==> config.mk <==
export PLATFORM = sky130hd
export DESIGN_NAME = uart_tx_arbiter
export DESIGN_NICKNAME = d
export VERILOG_FILES = /design/src/rtl/uart_tx_arbiter.sv
export SDC_FILE = /design/constraint.sdc
export NUM_CORES = 1
export LEC_CHECK = 0
export CORE_MARGIN = 3
export CORE_UTILIZATION = 30
export CTS_BUF_LIST = sky130_fd_sc_hd__clkbuf_8
export DETAILED_ROUTE_END_ITERATION = 10
export PLACE_DENSITY = 0.46
export SKIP_CTS_REPAIR_TIMING = 1
export SYNTH_ARGS = -nofsm -noshare
export SYNTH_HDL_FRONTEND = slang
export SYNTH_SLANG_ARGS = --single-unit
==> constraint.sdc <==
create_clock -name clk -period 5 [get_ports clk]
set_clock_uncertainty 0.05 [all_clocks]
set_input_delay 0.5 -clock clk [delete_from_list [all_inputs] [get_ports clk]]
set_output_delay 0.5 -clock clk [all_outputs]
set_load 0.01 [all_outputs]
==> src/rtl/uart_tx_arbiter.sv <==
// Round-robin arbiter/sequencer sharing one 7-bit UART transmitter among NUM_REQ requesters.
// Holds character and baud code for the whole frame; a watchdog aborts frames the transmitter never finishes.
module uart_tx_arbiter #(
    parameter int unsigned      NUM_REQ = 4,
    parameter int unsigned      IDX_W   = 2,
    parameter int unsigned      TO_W    = 17,
    parameter logic [TO_W-1:0]  TIMEOUT = 17'd100000
) (
    input  logic                 clk,
    input  logic                 rst_n,
    input  logic [NUM_REQ-1:0]   req,
    input  logic [7*NUM_REQ-1:0] req_data,
    output logic [NUM_REQ-1:0]   req_ack,
    input  logic [2:0]           cfg_baud,
    output logic [2:0]           uart_ctl,
    output logic [6:0]           data_out,
    output logic                 data_sign,
    input  logic                 data_valid,
    output logic                 busy,
    output logic [IDX_W-1:0]     grant_id,
    output logic                 timeout_err
);

    typedef enum logic [2:0] {IDLE, ISSUE, WAIT_BUSY, WAIT_DONE, DONE} state_t;

    localparam logic [IDX_W-1:0] LAST_IDX = IDX_W'(NUM_REQ - 1);
    localparam logic [TO_W-1:0]  TO_LAST  = TIMEOUT - 1'b1;

    state_t           state, next_state;
    logic [IDX_W-1:0] rr_ptr;
    logic [IDX_W-1:0] next_ptr;
    logic [TO_W-1:0]  wd_cnt;
    logic             sel_found;
    logic [IDX_W-1:0] sel_idx;
    logic [6:0]       sel_data;
    logic             waiting;
    logic             timeout_hit;
    logic             grant;

    // First asserted request at or after rr_ptr, wrapping past NUM_REQ-1.
    always_comb begin
        int unsigned c;
        c         = 0;
        sel_found = 1'b0;
        sel_idx   = '0;
        sel_data  = '0;
        for (int unsigned k = 0; k < NUM_REQ; k++) begin
            c = 32'(rr_ptr) + k;
            if (c >= NUM_REQ) c = c - NUM_REQ;
            if (!sel_found && req[c]) begin
                sel_found = 1'b1;
                sel_idx   = IDX_W'(c);
                sel_data  = req_data[7*c +: 7];
            end
        end
    end

    assign waiting     = (state == WAIT_BUSY) || (state == WAIT_DONE);
    assign timeout_hit = waiting && (wd_cnt == TO_LAST);
    assign grant       = (state == IDLE) && data_valid && sel_found;
    assign next_ptr    = (grant_id == LAST_IDX) ? '0 : grant_id + 1'b1;

    always_ff @(posedge clk or negedge rst_n) begin
        if (!rst_n) state <= IDLE;
        else        state <= next_state;
    end

    always_comb begin
        next_state = state;
        unique case (state)
            IDLE:      if (grant) next_state = ISSUE;
            ISSUE:     next_state = WAIT_BUSY;
            WAIT_BUSY: begin
                if (timeout_hit)      next_state = IDLE;
                else if (!data_valid) next_state = WAIT_DONE;
            end
            WAIT_DONE: begin
                if (timeout_hit)     next_state = IDLE;
                else if (data_valid) next_state = DONE;
            end
            DONE:      next_state = IDLE;
            default:   next_state = IDLE;
        endcase
    end

    always_comb begin
        busy        = (state != IDLE);
        data_sign   = (state == ISSUE);
        timeout_err = timeout_hit;
        req_ack     = '0;
        if (state == DONE) req_ack[grant_id] = 1'b1;
    end

    // Grant-time captures stay frozen until the next grant; the watchdog saturates at TIMEOUT.
    always_ff @(posedge clk or negedge rst_n) begin
        if (!rst_n) begin
            grant_id <= '0;
            data_out <= '0;
            uart_ctl <= '0;
            rr_ptr   <= '0;
            wd_cnt   <= '0;
        end else begin
            if (grant) begin
                grant_id <= sel_idx;
                data_out <= sel_data;
                uart_ctl <= cfg_baud;
            end
            if (state == ISSUE)
                wd_cnt <= '0;
            else if (waiting && wd_cnt != TIMEOUT)
                wd_cnt <= wd_cnt + 1'b1;
            if (state == DONE || timeout_hit)
                rr_ptr <= next_ptr;
        end
    end

endmodule

Yosys cells after proc, flatten, opt, wreduce, memory -nomap -nowiden

Cells that the tools add are included.

Word-level logic and storage cells: 96
Output and inout bits: 19
Input port bits: 38
Bits in registers: 34

$mul: 4
$lt $le $gt $ge: 10
Add/sub/neg operators: 9
Shift operators: 4
Multiplexer cells: 36
Reductions and logical operators: 17
Equality and inequality tests: 10

Operators by type and width:

| operator                | number |
|---|---|
| $shiftx A28 B33 Y7      | 4 |
| $lt A32 B3 Y1 const B   | 4 |
| $mul A3 B32 Y32 const A | 4 |
| $mux W32                | 4 |
| $mux W17                | 2 |
| $mux W7                 | 4 |
| $add A17 B1 Y17 const B | 1 |
| $eq A17 B17 Y1 const B  | 1 |
| $ne A17 B17 Y1 const B  | 1 |
| $mux W3                 | 5 |
| $pmux W3 S4             | 1 |
| $sub A3 B3 Y4 const B   | 3 |
| $mux W2                 | 5 |
| $ge A3 B3 Y1 const B    | 3 |
| $mux W1                 | 9 |
| $bmux W1 S2             | 4 |
| $logic_and A1 B1 Y1     | 8 |
| $add A2 B2 Y3 const B   | 2 |
| $eq A3 B2 Y1 const B    | 2 |
| $ne A3 B3 Y1 const B    | 2 |
| $mux W4                 | 1 |
| $sub A2 B3 Y4 const B   | 1 |
| $add A2 B1 Y3 const B   | 1 |
| $eq A3 B1 Y1 const B    | 1 |
| other kinds (14)        | 17 |

Logic depth before layout (Yosys ltp)

Gate-level depths: netlist of run 1.

Depth after elaboration: 17
Depth in mapped cells: 22
Depth with buffers taken out: 12

Worst setup path after synthesis of run 1

OpenSTA, ideal clock, no wires.

Kind: register to register
From: reg rr_ptr[0]
To: reg data_out[5]
Period minus slack after synthesis: 5.200 ns
Required time: 4.855 ns
Buffers on the path: 10
Setup time: 0.095 ns
Path slack: -0.200 ns
Arrival time: 5.054 ns
Stages on the path, launching flop included: 23
Path through: dfrtp_1 buf_2 inv_2 buf_1 clkbuf_1 clkbuf_1 ha_1 buf_4 buf_2 buf_2 buf_2 inv_1 buf_2 nor3_1 ha_1 a21o_1 or3b_1 buf_2 or3_4 a211oi_2 nor4_1 and3_1 o31ai_1

Word-level cells in the longest chain between the ends: 15
Elaborated cells on any way between the ends: 46
Those cells by class: add/sub (7); mul (4); order compare (4); shift (4); mux (20); reduce/logical (7)

Ends and longest elaborated chain:

| what                                                                     | RTL line | RTL |
|---|---|---|
| from (decl)                                                              | 30       | `logic [IDX_W-1:0] rr_ptr;` |
| from (signal assigned)                                                   | 113      | `rr_ptr <= next_ptr;` |
| parallel branches: the longest is 15 deep, another holds $mul A3 B32 Y32 | n/a      |  |
| to (signal assigned)                                                     | 105      | `data_out <= sel_data;` |
| to (decl)                                                                | 16       | `output logic [6:0] data_out,` |

Several ways; the timed one is not identified. The select of a mux whose other input is x is not followed.
A chain may end at the register's enable or synchronous reset.

Final worst setup path of run 1

From: reg rr_ptr[1]
To: reg data_out[4]

Same word-level chain as after synthesis.

==> flow_summary.json, run 1 <==
{
  "status": "complete, no violations",
  "nets": 866,
  "place_ws_ns": 0.9251,
  "path_clk_slew_ns": 0.08,
  "grt_pass1_vias": 6458,
  "cts_buffer_depth": 2,
  "vias": 6876,
  "synth-seq-cells": 34,
  "core_mm2": 0.02062,
  "overflow": 0,
  "placed_area_mm2": 0.007158,
  "drtPass1Iterations": 7,
  "final_cells": 1083,
  "leakagePower_nw": 2.793,
  "maxCapViolCount": 0,
  "period_minus_slack_ns": 4.153,
  "power.density_mw_per_mm2": 747.6,
  "synthesis.instances": 806,
  "synth_flop_cell": "dfrtp_1",
  "drv_slew": 0,
  "grt_max_degree": 60,
  "clock_tree.root_cell": "clkbuf_8",
  "syn2layout_area_growth_pct": 13.58,
  "vias_per_cell": 6.349,
  "cp_max_fo": 25,
  "row_count": 52,
  "tightest_slew_ns": 0.8931,
  "p_seq_frac": 0.086,
  "hold_slack_ns": 0.2384,
  "synthSimpleGateAreaFrac": 0.2237,
  "path_class": "flip-flop to flip-flop",
  "dp_hpwl_um": 20390,
  "post_route_cells_drive_above_1_share": 0.1378,
  "hp-class": "input port to asynchronous set/reset pin",
  "postRouteAntennaNets": 0,
  "grt_use_total": 0.2245,
  "synth-adder-area-share": 0.03126,
  "synth.avg_cell_area_um2": 7.947,
  "grt_pass1_wl_um": 41340,
  "syn_nets": 860,
  "max_freq_mhz": 240.8,
  "synth_top_family_by_area": "multiplexers",
  "die_w_um": 152.1,
  "antenna_found_initial": 0,
  "internal_power_mw": 2.390,
  "fin_util": 0.3527,
  "totalWireLength_um": 27170,
  "switching_share": 0.5605,
  "place_congestion": 0.9930,
  "synth_edf_count": 0,
  "yosysWarnings": 0,
  "design_area_mm2": 0.007274,
  "synth_cell_type_count": 70,
  "dp.cells": 1075,
  "insertion_delay_ns": 0.29,
  "synth_mux_area_frac": 0.3182,
  "cp.arrival_ns": 4.27,
  "synth_xor_area_frac": 0.01914,
  "yosysSeqAreaShare": 0.1328,
  "p_switching_mw": 3.048,
  "drc": 0,
  "post_drt_wl_per_cell_um": 25.09,
  "setup_slack_ns": 0.8475,
  "die_area_mm2": 0.02314,
  "numPortBuffers": 56,
  "n_antenna_cell": 0,
  "setup_tns_ns": 0,
  "cts_buffers": 5,
  "rsz0062_at_grt": "no",
  "clockPowerShare": 0.049,
  "finalPower_mw": 5.439,
  "startpoint_type": "flip-flop",
  "io_pins": 57,
  "drtIter0Drc": 834,
  "syn-cell-area_mm2": 0.006405,
  "p_comb_frac": 0.865,
  "die_height_um": 152.1,
  "finalHoldViolCount": 0,
  "synth_compound_area_frac": 0.2065,
  "initial_core_util": 0.3105,
  "async_flop_share": 1.000,
  "finalSetupViolCount": 0,
  "crit_path_end_kind": "flip-flop",
  "cp.required_ns": 5.12,
  "period_share": 0.8305,
  "cts_tree": "built",
  "slew_headroom": 0.3991,
  "clock-sinks": 34,
  "peakVddDrop_mv": 0.3403,
  "cts_max_level": 2
}
synth_stat cells, types with 8 or more instances:
library cell / instances / area (µm²)
ha_1: 16 / 200.2
o211ai_1: 16 / 120.1
nand2_1: 87 / 326.6
o311ai_0: 8 / 70.07
a211oi_1: 15 / 112.6
and2_1: 16 / 100.1
nor3_1: 17 / 85.08
nor4_1: 8 / 50.05
inv_1: 20 / 75.07
nor2_1: 86 / 322.8
nand3_1: 22 / 110.1
clkbuf_1: 47 / 176.4
a21oi_1: 34 / 170.2
nor2b_1: 9 / 56.30
nand2b_1: 9 / 56.30
mux2i_1: 81 / 810.8
a31oi_1: 14 / 87.58
buf_2: 23 / 115.1
o21ai_0: 36 / 180.2
mux4_2: 41 / 923.4
mux2_2: 27 / 304.0
dfrtp_1: 34 / 850.8
cells by family (layout without fill, tap and decap cells):
kind of cell | Yosys count | in the layout
buffers and inverters | 103 | 110
AOI/OAI and AO/OA | 192 | 192
DFF | 34 | 34
xor gates and xnor gates | 14 | 14
muxes | 149 | 149
and+or+nand+nor | 298 | 298
adders and majority gates | 16 | 16
cell type report:
| class | instances | area (µm²) |
|---|---|---|
| well taps | 270 | 337.8 |
| clock buffers | 6 | 82.58 |
| inverters | 23 | 86.33 |
| flip-flops and latches | 34 | 854.6 |
| multi-input cells | 669 | 5139 |
| clock inverters | 2 | 33.78 |
| fillers | 2107 | 13350 |
| repair buffers | 79 | 740.7 |
flip-flops by register name, indices dropped and copies added, names as in the netlist:
name and flops:
rr_ptr 2, data_out 7, grant_id 2, wd_cnt 17, uart_ctl 3, state 3
cells in the final DEF, fill, tap and decap left out, types with 4 or more instances in the layout:
master           Yosys  routed
nor3b_1              6       6
mux2_2              27      27
and3_1               7       7
or3_1                7       7
o21ai_0             36      36
o211ai_1            16      16
o311a_1              4       4
mux2i_1             81      81
a211oi_1            15      15
nor4_1               8       8
clkbuf_8             0       6
nand3_1             22      22
inv_1               20      21
a21o_1               6       6
dfrtp_1             34      33
nand2b_1             9       9
o32ai_1              4       4
nor3_1              17      15
clkdlybuf4s50_1      0      55
o311ai_0             8       8
xnor2_1              7       7
xor2_1               7       7
a211o_1              4       4
nand2_1             87      87
ha_1                16      15
and2_1              16      16
nor2_1              86      86
buf_4                4      22
o31ai_1              7       7
a31oi_1             14      14
a221oi_1             5       5
o22ai_1              6       6
a21oi_1             34      34
nand3b_1             4       4
nand4_1              5       5
nor2b_1              9       9
mux4_2              41      41
path summary, 6_finish.rpt:
| kind | from | to | slack (ns) | cells past startpoint |
|---|---|---|---|---|
| min reg2reg | uart_ctl[0]$_DFFE_PN0P_ | uart_ctl[0]$_DFFE_PN0P_ | 0.43 | 2 |
| min | rst_n | rr_ptr[0]$_DFFE_PN0P_ | 0.24 | 1 |
| max in group asynchronous | rst_n | rr_ptr[0]$_DFFE_PN0P_ | 4.08 | 1 |
| max | rr_ptr[1]$_DFFE_PN0P_ | data_out[4]$_DFFE_PN0P_ | 0.85 | 9 |
| min in group clk | uart_ctl[0]$_DFFE_PN0P_ | uart_ctl[0]$_DFFE_PN0P_ | 0.43 | 2 |
| max reg2reg | rr_ptr[1]$_DFFE_PN0P_ | data_out[4]$_DFFE_PN0P_ | 0.85 | 9 |
power by group through the flow:
stage / sequential, mW / combinational [mW] / clock [mW]
5_1_grt: 0.484 / 4.98 / 0.292
4_1_cts: 0.466 / 4.58 / 0.278
3_5_place_dp: 0.470 / 4.57 / 0
3_3_place_gp: 0.466 / 4.60 / 0
6_report: 0.466 / 4.70 / 0.268
2_1_floorplan: 0.432 / 3.26 / 0
worst max-delay path, stage by stage, from the launching register on:
cell and delay, ns:
dfrtp_1 0.63, inv_1 0.24, ha_4 0.53, buf_4 0.43, mux2i_1 0.44, mux2i_1 0.17, mux4_2 0.51, nor3b_1 0.15
or4_1 0.57, o32a_1 0.30
metal layers:
| metal | GRT usage | part of all wire | up-vias |
|---|---|---|---|
| met5 | 0 | 0 | - |
| met4 | 0.08990 | 0.046 | 0 |
| met3 | 0.03413 | 0.081 | 58 |
| met2 | 0.3472 | 0.45 | 416 |
| met1 | 0.3146 | 0.42 | 3353 |
| li1 | - | - | 3049 |
(Power assumes the default switching activity.)
==> run 2, diff against run 1 <==
- clock period: 5 -> 3.7 ns (I/O delays scaled with it)
==> flow_summary.json, run 2 (synthesis gave the netlist of run 1 again) <==
{
  "placed_area_mm2": 0.007368,
  "cp_slowest_cell": "mux2i_1",
  "worst-r2r-cell-count": 9,
  "place_congestion": 1.009,
  "die_area_mm2": 0.02314,
  "rsz0062_at_grt": "no",
  "p_comb_frac": 0.862,
  "grt_pass1_wl_um": 41930,
  "fin_util": 0.3639,
  "postRouteAntennaNets": 0,
  "path_clk_slew_ns": 0.09,
  "holdPathEnd": "uart_ctl[0]$_DFFE_PN0P_",
  "hp-start": "uart_ctl[0]$_DFFE_PN0P_",
  "insertion_delay_ns": 0.29,
  "core_mm2": 0.02062,
  "setup_slack_ns": 0.05705,
  "power.density_mw_per_mm2": 1005,
  "vias_per_cell": 6.211,
  "worstReg2RegEnd": "data_out[2]$_DFFE_PN0P_",
  "antenna_found_initial": 0,
  "timing.rr.start": "rr_ptr[0]$_DFFE_PN0P_",
  "period_minus_slack_ns": 3.643,
  "switching_share": 0.5484,
  "cts_tree": "built",
  "dp_hpwl_um": 20780,
  "dp.cells": 1102,
  "cp_max_fo": 29,
  "n_antenna_cell": 0,
  "clock_tree.root_cell": "clkbuf_8",
  "cp_top_family": "multiplexers",
  "nets": 893,
  "syn2layout_area_growth_pct": 17.19,
  "r2r_slack_ns": 0.06,
  "path_class": "flip-flop to flip-flop",
  "die_w_um": 152.1,
  "totalWireLength_um": 27130,
  "leakagePower_nw": 2.925,
  "final_cells": 1110,
  "cts_buffer_depth": 2,
  "top_regs": "wd_cnt: 17 flops, data_out: 7 flops",
  "finalPower_mw": 7.540,
  "startpoint_type": "flip-flop",
  "crit_path_max_incr_delay_ns": 0.65,
  "finalSetupViolCount": 0,
  "largest_reg_flops": 17,
  "crit_path_end_kind": "flip-flop",
  "status": "complete, no violations",
  "cts_max_level": 2,
  "vias": 6894,
  "regMostFlops": "wd_cnt",
  "hp-class": "flip-flop to flip-flop",
  "drv_slew": 0,
  "design_area_mm2": 0.007506,
  "grt_use_total": 0.2267,
  "path_buf_inv": 2,
  "post_route_cells_drive_above_1_share": 0.1690,
  "maxCapViolCount": 0,
  "peakVddDrop_mv": 0.5829,
  "clockPowerShare": 0.057,
  "die_height_um": 152.1,
  "place_ws_ns": 0.2313,
  "grt_max_degree": 68,
  "clock-sinks": 34,
  "post_drt_wl_per_cell_um": 24.44,
  "p_switching_mw": 4.135,
  "hold_depth": 2,
  "overflow": 0,
  "cp.arrival_ns": 3.77,
  "tightest_slew_ns": 0.9687,
  "numPortBuffers": 56,
  "period_share": 0.9846,
  "cp.required_ns": 3.82,
  "layout_common_cells": "nand2_1, nor2_1, mux2i_1, clkdlybuf4s50_1, buf_4",
  "slew_headroom": 0.3507,
  "crit_chain": "inv_8, ha_4, buf_4, mux2i_1, mux4_2, nand2_1, a21oi_1, a211oi_1, o31a_1",
  "drtIter0Drc": 771,
  "internal_power_mw": 3.405,
  "max_freq_mhz": 274.5,
  "row_count": 52,
  "initial_core_util": 0.3105,
  "drtPass1Iterations": 5,
  "grt_pass1_vias": 6885,
  "finalHoldViolCount": 0,
  "drc": 0,
  "io_pins": 57,
  "p_seq_frac": 0.081,
  "cts_buffers": 5,
  "final_common_cell": "nand2_1"
}
==> run 2: cell types whose count changed in the layout (fill, tap and decap cells not counted) <==
cell	change
buf_4	+28
inv_1	-3
buf_12	-1
buf_2	-1
bufinv_16	+1
clkbuf_8	-1
clkdlybuf4s50_1	+1
clkinv_4	+1
inv_4	+1
inv_8	+1
nor3_1	-1
nor3_2	+1
==> run 2: final cells by class <==
class,count,area [µm²]
inverters,23,96.34
well taps,270,337.8
flip-flops and latches,34,854.6
clock inverters,3,68.82
clock buffers,5,68.82
repair buffers,106,935.9
fillers,2146,13120
multi-input cells,669,5144
==> run 2: how the worst max path moves through the flow <==
stage / startpoint / end / slack, ns / depth (start not counted)
2_1_floorplan: rr_ptr[0]$_DFFE_PN0P_ / data_out[5]$_DFFE_PN0P_ / -0.38 / 22
3_3_place_gp: rr_ptr[0]$_DFFE_PN0P_ / data_out[2]$_DFFE_PN0P_ / 0.23 / 9
3_5_place_dp: rr_ptr[0]$_DFFE_PN0P_ / data_out[5]$_DFFE_PN0P_ / 0.23 / 12
4_1_cts: rr_ptr[0]$_DFFE_PN0P_ / data_out[2]$_DFFE_PN0P_ / 0.21 / 9
5_1_grt: rr_ptr[0]$_DFFE_PN0P_ / data_out[5]$_DFFE_PN0P_ / 0.004 / 10
6_report: rr_ptr[0]$_DFFE_PN0P_ / data_out[2]$_DFFE_PN0P_ / 0.06 / 9
==> run 2: per-layer routing <==
metal  vias to the layer above  GRT usage  wire, µm
met1                      3347     0.3044     11420
met4                         0     0.1271      1798
met5                         -          0         0
met2                       370     0.3484     12020
li1                       3098          -         -
met3                        79    0.03498      1887
==> run 2: power groups by stage <==
stage	clock [mW]	sequential [mW]	combinational, mW
after floorplan	0	0.585	4.59
after global placement	0	0.607	6.41
after detailed placement	0	0.615	6.34
after CTS	0.445	0.608	6.36
after global routing	0.454	0.626	6.91
final	0.430	0.607	6.50
==> run 2: through the flow <==
step                setup TNS, ns  hold slack [ns]
floorplan                 -0.8563          0.02441
global placement                0           0.4069
detailed placement              0           0.4128
CTS                             0           0.4338
global route                    0           0.4821
finish                          0           0.4268
==> run 2: worst min-delay path, delay by kind of cell (launching register included) <==
kind | cells | cell delay (ns)
flops | 1 | 0.35
simple gates | 2 | 0.10
==> run 3, diff against run 2 <==
- ABC_AREA: default -> 1
- PLACE_DENSITY: 0.46 -> 0.44
- SLEW_MARGIN: default -> 20
- clock period: 3.7 -> 4.07 ns (I/O delays scaled with it)
==> flow_summary.json, run 3 <==
{
  "cp.arrival_ns": 3.52,
  "synth-seq-cells": 34,
  "placed_area_mm2": 0.006775,
  "setup_tns_ns": 0,
  "synthTopCellsByCount": "nand2_1, nand3_1, inv_1",
  "slew_headroom": 0.4763,
  "p_seq_frac": 0.085,
  "worst-r2r-cell-count": 14,
  "nets": 1266,
  "drv_slew": 0,
  "switching_share": 0.6415,
  "postRouteAntennaNets": 0,
  "grt_pass1_vias": 6933,
  "cts_max_level": 2,
  "layout_common_cells": "nand2_1, nand3_1, inv_1, nor2_1, clkdlybuf4s50_1",
  "p_switching_mw": 4.051,
  "max_freq_mhz": 297.2,
  "place_congestion": 0.8988,
  "largest_reg_flops": 17,
  "synth_cell_type_count": 40,
  "path_class": "flip-flop to flip-flop",
  "cp_top_family": "adder cells",
  "initial_core_util": 0.3087,
  "antenna_found_initial": 0,
  "cts_tree": "built",
  "crit_path_end_kind": "flip-flop",
  "top_regs": "wd_cnt: 17 flops, data_out: 7 flops",
  "path_clk_slew_ns": 0.08,
  "synth_top_cell_area_share": 0.3108,
  "drc": 0,
  "crit_chain": "inv_6, ha_1, nor2_1, ha_1, a21oi_1, nor2_1, nand3_1, a21oi_1, nand4_1, nand2_1, a21oi_1, nand3_1, nand2_1, inv_1",
  "final_cells": 1478,
  "cp.required_ns": 4.23,
  "post_drt_wl_per_cell_um": 17.21,
  "crit_path_max_incr_delay_ns": 0.62,
  "final_common_cell": "nand2_1",
  "totalWireLength_um": 25430,
  "finalPower_mw": 6.315,
  "core_mm2": 0.01972,
  "rsz0062_at_grt": "no",
  "dp_hpwl_um": 19980,
  "leakagePower_nw": 3.599,
  "status": "complete, no violations",
  "overflow": 0,
  "synth.avg_cell_area_um2": 5.128,
  "insertion_delay_ns": 0.30,
  "startpoint_type": "flip-flop",
  "finalHoldViolCount": 0,
  "cp_common_cell": "a21oi_1",
  "grt_use_total": 0.2246,
  "syn_nets": 1241,
  "worstReg2RegEnd": "data_out[4]$_DFFE_PN0P_",
  "synth_flop_cell": "dfrtp_1",
  "path_buf_inv": 2,
  "period_share": 0.8268,
  "regMostFlops": "wd_cnt",
  "post-synth-top-count-cell": "nand2_1",
  "maxCapViolCount": 0,
  "grt_max_degree": 48,
  "row_count": 51,
  "io_pins": 57,
  "clockPowerShare": 0.060,
  "die_height_um": 148.4,
  "yosysSeqAreaShare": 0.1398,
  "syn2layout_area_growth_pct": 13.57,
  "yosys-top-cells-area": "nand2_1, nand3_1, dfrtp_1",
  "dp.cells": 1470,
  "design_area_mm2": 0.006913,
  "cp-startpoint": "rr_ptr[0]$_DFFE_PN0P_",
  "synthesis.instances": 1187,
  "timing.rr.start": "rr_ptr[0]$_DFFE_PN0P_",
  "power.density_mw_per_mm2": 913.6,
  "clock-sinks": 34,
  "period_minus_slack_ns": 3.365,
  "grt_pass1_wl_um": 39220,
  "internal_power_mw": 2.264,
  "hp-class": "input port to asynchronous set/reset pin",
  "finalSetupViolCount": 0,
  "p_comb_frac": 0.855,
  "post_route_cells_drive_above_1_share": 0.04369,
  "die_w_um": 148.4,
  "clock_tree.root_cell": "clkbuf_8",
  "syn-cell-area_mm2": 0.006087,
  "tightest_slew_ns": 0.7856,
  "vias_per_cell": 5.135,
  "drtIter0Drc": 849,
  "async_flop_share": 1.000,
  "yosysWarnings": 0,
  "peakVddDrop_mv": 0.3583,
  "numPortBuffers": 56,
  "cp_num_cells": 14,
  "endpoint": "data_out[4]$_DFFE_PN0P_",
  "die_area_mm2": 0.02204,
  "yosys.area.top_type": "nand2_1",
  "cp_max_fo": 36,
  "synth_edf_count": 0,
  "vias": 7590,
  "hold_slack_ns": 0.1239,
  "n_antenna_cell": 0,
  "cp_slowest_cell": "dfrtp_2",
  "cts_buffers": 5,
  "cts_buffer_depth": 2,
  "drtPass1Iterations": 6,
  "r2r_slack_ns": 0.70
}
run 3: layout make-up:
class                           count  area [µm²]
Tap cell                          265       331.6
Fill cell                        2301       12800
Sequential cell                    34       852.1
Clock inverter                      3       68.82
Clock buffer                        5       68.82
Multi-Input combinational cell    986        4498
Inverter                          116       440.4
Timing Repair Buffer               69       653.1
run 3: cells by family (layout without fill, tap and decap cells):
group,count (synthesis),after routing,synth area share
xor gates and xnor gates,5,5,0.007194
and+or+nand+nor,834,834,0.5757
AOI/OAI and AO/OA,131,131,0.1231
adders and majority gates,16,16,0.03289
buffers and inverters,167,193,0.1213
DFF,34,34,0.1398
run 3: metal layers:
layer	wire length, µm	share of wire	up-vias	GRT usage
met2	11000	0.43	306	0.3526
met1	11830	0.47	3355	0.3193
met4	1024	0.040	0	0.08776
li1	-	-	3879	-
met3	1577	0.062	50	0.01920
met5	0	0	-	0
run 3: power groups by stage:
stage	Combinational (mW)	Sequential, mW	Clock [mW]
2_1_floorplan	3.85	0.530	0
3_3_place_gp	5.40	0.547	0
3_5_place_dp	5.29	0.545	0
4_1_cts	5.32	0.540	0.392
5_1_grt	6.02	0.556	0.405
6_report	5.40	0.538	0.380
run 3: worst min-delay path by stage:
stage          cells after the start  slack, ns                     from                      end
6_report                           1       0.12                    rst_n  data_out[2]$_DFFE_PN0P_
5_1_grt                            1       0.18                    rst_n  data_out[2]$_DFFE_PN0P_
3_5_place_dp                       2       0.41  uart_ctl[2]$_DFFE_PN0P_  uart_ctl[2]$_DFFE_PN0P_
4_1_cts                            1       0.16                    rst_n  data_out[2]$_DFFE_PN0P_
2_1_floorplan                      0       0.06                    rst_n  data_out[0]$_DFFE_PN0P_
3_3_place_gp                       2       0.42  uart_ctl[0]$_DFFE_PN0P_  uart_ctl[0]$_DFFE_PN0P_
run 3: stage by stage:
stage	utilization	setup slack, ns
after floorplan	-	1.084
after global placement	0.3436	0.7907
after detailed placement	0.3436	0.7779
after CTS	0.3506	0.7781
after global routing	0.3506	0.4690
final	0.3506	0.7049
